==> config.mk <==
export PLATFORM = sky130hd
export DESIGN_NAME = draw_sequencer
export DESIGN_NICKNAME = d
export VERILOG_FILES = /design/src/rtl/draw_sequencer.sv
export SDC_FILE = /design/constraint.sdc
export NUM_CORES = 1
export LEC_CHECK = 0
export CORE_MARGIN = 3
export CORE_UTILIZATION = 57
export DETAILED_ROUTE_END_ITERATION = 8
export DONT_BUFFER_PORTS = 1
export PLACE_DENSITY = 0.8
export SYNTH_ARGS = -nofsm -noshare
export SYNTH_HDL_FRONTEND = slang
export SYNTH_SLANG_ARGS = --single-unit
==> constraint.sdc <==
create_clock -name clk -period 2.2 [get_ports clk]
set_input_delay 0.44 -clock clk [delete_from_list [all_inputs] [get_ports clk]]
set_output_delay 0.44 -clock clk [all_outputs]
set_load 0.005 [all_outputs]
==> src/rtl/draw_sequencer.sv <==
// draw_sequencer: FSM plus datapath that turns a block request (origin x/y and
// colour) or a full-screen clear request into a raster of pixel writes, one
// per cycle, toward the VGA adapter. Off-screen block pixels still take their
// cycle but are not written. A clear that arrives while busy is remembered and
// runs next. A one-cycle done pulse marks the end of each operation.
// Optional build macro: PLOT_STALL_EN adds a plot_ready back-pressure input.
module draw_sequencer #(
  parameter int X_W          = 8,
  parameter int Y_W          = 7,
  parameter int COLOUR_W     = 3,
  parameter int SCR_W        = 160,
  parameter int SCR_H        = 120,
  parameter int BLK_W        = 4,
  parameter int BLK_H        = 4,
  parameter int CLEAR_COLOUR = 0
) (
  input  logic                clk,
  input  logic                resetn,
  input  logic                enable_start,
  input  logic                enable_clear,
  input  logic [X_W-1:0]      x_in,
  input  logic [Y_W-1:0]      y_in,
  input  logic [COLOUR_W-1:0] colour_in,
`ifdef PLOT_STALL_EN
  input  logic                plot_ready,
`endif
  output logic                ready_to_draw,
  output logic [X_W-1:0]      x_out,
  output logic [Y_W-1:0]      y_out,
  output logic [COLOUR_W-1:0] colour_out,
  output logic                writeEn,
  output logic                done
);

  // Column/row counters are shared by block and clear scans; the clear scan
  // covers the whole screen, so its extent sets the width.
  localparam int CW   = (SCR_W > 1) ? $clog2(SCR_W) : 1;
  localparam int RW   = (SCR_H > 1) ? $clog2(SCR_H) : 1;
  localparam int XS_W = X_W + 1;
  localparam int YS_W = Y_W + 1;

  localparam logic [CW-1:0]   BLK_COL_LAST = CW'(BLK_W - 1);
  localparam logic [RW-1:0]   BLK_ROW_LAST = RW'(BLK_H - 1);
  localparam logic [CW-1:0]   SCR_COL_LAST = CW'(SCR_W - 1);
  localparam logic [RW-1:0]   SCR_ROW_LAST = RW'(SCR_H - 1);
  localparam logic [XS_W-1:0] SCR_W_X      = XS_W'(SCR_W);
  localparam logic [YS_W-1:0] SCR_H_Y      = YS_W'(SCR_H);

  typedef enum logic [2:0] {
    S_IDLE,
    S_LOAD,
    S_DRAW_BLOCK,
    S_LOAD_CLEAR,
    S_DRAW_CLEAR,
    S_DONE
  } state_t;

  state_t              state_q, state_d;
  logic                clearPending_q, clearPending_d;
  logic [CW-1:0]       col_q, col_d;
  logic [RW-1:0]       row_q, row_d;
  logic [X_W-1:0]      x0_q, x0_d;
  logic [Y_W-1:0]      y0_q, y0_d;
  logic [COLOUR_W-1:0] colour_q, colour_d;
  logic [X_W-1:0]      xOut_q, xOut_d;
  logic [Y_W-1:0]      yOut_q, yOut_d;
  logic [COLOUR_W-1:0] colourOut_q, colourOut_d;
  logic                writeEn_q, writeEn_d;
  logic                done_q, done_d;

  logic [XS_W-1:0]     xSum;
  logic [YS_W-1:0]     ySum;
  logic [CW-1:0]       colLast;
  logic [RW-1:0]       rowLast;
  logic                stall;

  // One bit wider than the coordinate so that an off-screen sum never wraps
  // back onto the screen.
  assign xSum = {1'b0, x0_q} + XS_W'(col_q);
  assign ySum = {1'b0, y0_q} + YS_W'(row_q);

  assign colLast = (state_q == S_DRAW_BLOCK) ? BLK_COL_LAST : SCR_COL_LAST;
  assign rowLast = (state_q == S_DRAW_BLOCK) ? BLK_ROW_LAST : SCR_ROW_LAST;

`ifdef PLOT_STALL_EN
  assign stall = writeEn_q & ~plot_ready;
`else
  assign stall = 1'b0;
`endif

  assign ready_to_draw = (state_q == S_IDLE) && !clearPending_q;
  assign x_out         = xOut_q;
  assign y_out         = yOut_q;
  assign colour_out    = colourOut_q;
  assign writeEn       = writeEn_q;
  assign done          = done_q;

  // Next-state and next-pixel logic; a stalled write freezes everything except
  // the capture of a new clear request.
  always_comb begin
    state_d        = state_q;
    clearPending_d = clearPending_q;
    col_d          = col_q;
    row_d          = row_q;
    x0_d           = x0_q;
    y0_d           = y0_q;
    colour_d       = colour_q;
    xOut_d         = xOut_q;
    yOut_d         = yOut_q;
    colourOut_d    = colourOut_q;
    writeEn_d      = 1'b0;
    done_d         = 1'b0;

    if (enable_clear && (state_q != S_IDLE)) begin
      clearPending_d = 1'b1;
    end

    if (stall) begin
      writeEn_d = writeEn_q;
    end else begin
      case (state_q)
        S_IDLE: begin
          if (enable_start && !clearPending_q) begin
            state_d = S_LOAD;
            if (enable_clear) begin
              clearPending_d = 1'b1;
            end
          end else if (enable_clear || clearPending_q) begin
            state_d = S_LOAD_CLEAR;
          end
        end
        S_LOAD: begin
          x0_d     = x_in;
          y0_d     = y_in;
          colour_d = colour_in;
          col_d    = '0;
          row_d    = '0;
          state_d  = S_DRAW_BLOCK;
        end
        S_DRAW_BLOCK: begin
          xOut_d      = xSum[X_W-1:0];
          yOut_d      = ySum[Y_W-1:0];
          colourOut_d = colour_q;
          writeEn_d   = (xSum < SCR_W_X) && (ySum < SCR_H_Y);
        end
        S_LOAD_CLEAR: begin
          clearPending_d = 1'b0;
          col_d          = '0;
          row_d          = '0;
          state_d        = S_DRAW_CLEAR;
        end
        S_DRAW_CLEAR: begin
          xOut_d      = X_W'(col_q);
          yOut_d      = Y_W'(row_q);
          colourOut_d = COLOUR_W'(CLEAR_COLOUR);
          writeEn_d   = 1'b1;
        end
        S_DONE: begin
          done_d  = 1'b1;
          state_d = S_IDLE;
        end
        default: begin
          state_d = S_IDLE;
        end
      endcase

      if ((state_q == S_DRAW_BLOCK) || (state_q == S_DRAW_CLEAR)) begin
        if (col_q == colLast) begin
          col_d = '0;
          if (row_q == rowLast) begin
            row_d   = '0;
            state_d = S_DONE;
          end else begin
            row_d = row_q + RW'(1);
          end
        end else begin
          col_d = col_q + CW'(1);
        end
      end
    end
  end

  // State and datapath registers; reset aborts any operation at once.
  always_ff @(posedge clk or negedge resetn) begin
    if (!resetn) begin
      state_q        <= S_IDLE;
      clearPending_q <= 1'b0;
      col_q          <= '0;
      row_q          <= '0;
      x0_q           <= '0;
      y0_q           <= '0;
      colour_q       <= '0;
      xOut_q         <= '0;
      yOut_q         <= '0;
      colourOut_q    <= '0;
      writeEn_q      <= 1'b0;
      done_q         <= 1'b0;
    end else begin
      state_q        <= state_d;
      clearPending_q <= clearPending_d;
      col_q          <= col_d;
      row_q          <= row_d;
      x0_q           <= x0_d;
      y0_q           <= y0_d;
      colour_q       <= colour_d;
      xOut_q         <= xOut_d;
      yOut_q         <= yOut_d;
      colourOut_q    <= colourOut_d;
      writeEn_q      <= writeEn_d;
      done_q         <= done_d;
    end
  end

endmodule

==> flow_metrics.env <==
export IMPL_worstPathCellList="ha_2, fa_2, a211oi_4, nor4b_1, a311oi_1, o311ai_2, a22oi_1"
export IMPL_cts_htree_levels=3
export IMPL_final_cell_mix="dfrtp_1 (57), buf_4 (29), o21ai_0 (24)"
export IMPL_routed_via_density=6.36
export IMPL_max_slew_margin_rel_pct=49.1
export IMPL_grt_pass1_wl_um=12600
export IMPL_slowest_stage="fa_2"
export IMPL_seq_area_frac_synth_pct=44.0
export IMPL_hold_viol_final=0
export IMPL_critPathArrivalTime_ps=2420
export IMPL_syn2layout_area_growth_pct=16.7
export IMPL_syn_area_um2=3240
export IMPL_synthTopCellsByArea="dfrtp_1 (44%), ha_1 (6.6%), mux2_2 (6.3%)"
export IMPL_antennaDiodeCount=0
export IMPL_synth_cell_type_count=60
export IMPL_synth_warnings=0
export IMPL_place_ws_ps=-163
export IMPL_grt_overflow=0
export IMPL_gr_usage_all_layers_pct=25.6
export IMPL_startpoint_type="flip-flop"
export IMPL_port_buffers=0
export IMPL_peakVddDrop_v=0.000896
export IMPL_p_leak_uw=0.00168
export IMPL_ys_flop_type="dfrtp_1"
export IMPL_setup_viol=0
export IMPL_power_density_nw_per_um2=1470
export IMPL_yosys_register_bits=57
export IMPL_final_common_cell="dfrtp_1"
export IMPL_dp_hpwl_um=5350
export IMPL_fin_nets=376
export IMPL_post_route_util_pct=71.2
export IMPL_rsz0062_at_grt="true"
export IMPL_maxCapViolCount=0
export IMPL_grt_pass1_vias=2546
export IMPL_root_buffer="clkbuf_8"
export IMPL_syn_area_per_cell_um2=10.6
export IMPL_post_route_drc_count=0
export IMPL_synth_async_reset_ratio_pct=100
export IMPL_slew_violations=0
export IMPL_grt_max_degree=58
export IMPL_clk_latency_ps=350
export IMPL_setup_ws_ps=43.0
export IMPL_crit_type="reg -> reg"
export IMPL_hold_class="in -> reg"
export IMPL_cp_max_fo=3
export IMPL_vias=2607
export IMPL_design_core_area_um2=5300
export IMPL_synth_area_leader_cell="dfrtp_1"
export IMPL_antenna_found_initial=0
export IMPL_dieArea_um2=6620
export IMPL_clock_fmax_mhz=464
export IMPL_syn_nets=346
export IMPL_finalClockSkew_ps=6.09
export IMPL_drt_initial_drc_count=276
export IMPL_ant_nets=0
export IMPL_min_period_ps=2160
export IMPL_hold_ws_ps=216
export IMPL_die_h_um=81.4
export IMPL_cts_sinks=57
export IMPL_post_route_period_util_pct=98.0
export IMPL_start_util_pct=61.1
export IMPL_cp_required_ps=2460
export IMPL_slowest_delay_ps=420
export IMPL_endpoint_kind="flip-flop"
export IMPL_final_layout_size_suffix_gt1_share_pct=24.7
export IMPL_ios=43
export IMPL_syn_inst=305
export IMPL_status="finished, final reports clean"
export IMPL_detail_route_first_pass_iterations=5
export IMPL_rows=26
export IMPL_cts_tree="yes"
export IMPL_cts_clk_slew_worst_paths_ps=70
export IMPL_numCtsBuffers=9
export IMPL_tightest_slew_ps=761
export IMPL_cts_buffer_depth=2
export IMPL_wirelength_um=7950
export IMPL_synth_edf_count=0
export IMPL_dieWidth_um=81.4
export IMPL_place_gp_congestion=0.850
export IMPL_drt_wirelength_per_cell_um=19.4
export IMPL_synthDominantCellAreaShare_pct=44.0
[per-layer routing]
layer / GRT usage, % / wire [um]
met5: 0 / 0
met4: 8.61 / 145
met3: 10.6 / 662
met2: 38.0 / 3730
met1: 33.8 / 3410
[worst max-delay path, delay by kind of cell, from the launching register on]
kind	cells	cell delay, ps
fa+ha+maj	2	630
flops	1	390
simple gates	1	100
compound gates	4	940
[synthesized netlist by cell type, types with 5 or more instances]
cell / number
nor2_1: 15
nor3_1: 5
ha_1: 17
nor3b_1: 6
a22oi_1: 13
dfrtp_1: 57
mux2_2: 18
nand3_1: 11
xnor2_1: 6
nand2_1: 21
a21oi_1: 7
nand2b_1: 6
inv_1: 9
o21ai_0: 24
[power by group]
part / total, uW / switching [uW] / leakage, uW / internal (uW)
logic: 2540 / 1350 / 0.000857 / 1190
clock network: 1130 / 438 / 0.000115 / 695
registers: 1870 / 376 / 0.000709 / 1490
total: 5530 / 2160 / 0.00168 / 3370
[repair_timing]
item                                    4_1_cts  5_1_grt
pin swaps                                     1        7
gates cloned                                  0        0
gates resized for setup                       3        9
hold buffers                                  2        0
buffers inserted                              0        1
endpoints found under the setup margin        1        3
hold endpoints to repair                     57        0
[area by class of cell]
cell class	count	area [um2]
Clock buffer	11	151
Clock inverter	5	77.6
Fill cell	358	1530
Inverter	9	33.8
Multi-Input combinational cell	227	1750
Sequential cell	57	1430
Tap cell	70	87.6
Timing Repair Buffer	31	255
[logic make-up (layout without fill, tap and decap cells)]
logic type | Yosys count | in the layout | share of synthesized area [%]
xor+xnor | 10 | 10 | 2.70
compound gates | 88 | 88 | 19.2
fa+ha+maj | 19 | 19 | 7.81
simple gates | 89 | 89 | 15.4
buf+inv | 21 | 56 | 3.67
mux | 21 | 21 | 7.19
flops | 57 | 57 | 44.0
[sequential cells by signal (all words and copies together) (netlist names)]
signal	flops
state_q	3
x_out	8
colour_q	3
y0_q	7
y_out	7
colour_out	3
done	1
row_q	7
clearPending_q	1
writeEn	1
col_q	8
x0_q	8
[worst paths after layout]
kind	start	end	slack, ps	cells past startpoint
setup / recovery	y0_q[0]	writeEn	40	7
hold / removal	x_in[1]	x0_q[1]	220	2
setup reg to reg	y0_q[0]	writeEn	40	7
hold reg to reg	colour_q[2]	colour_q[2]	510	1
max in group asynchronous	resetn	x0_q[3]	1320	2
min in group asynchronous	resetn	state_q[0]	630	2
[stage by stage]
step,setup TNS [ps],std cells,total power [uW],cell area [um2]
floorplan,0,305,3530,3240
global route,-66.5,410,5910,3780
CTS,0,409,5430,3730
detailed placement,-163,391,4200,3460
global placement,-92.9,391,4120,3460
finish,0,410,5530,3780
No activity file was read; power rests on OpenSTA's default activity.
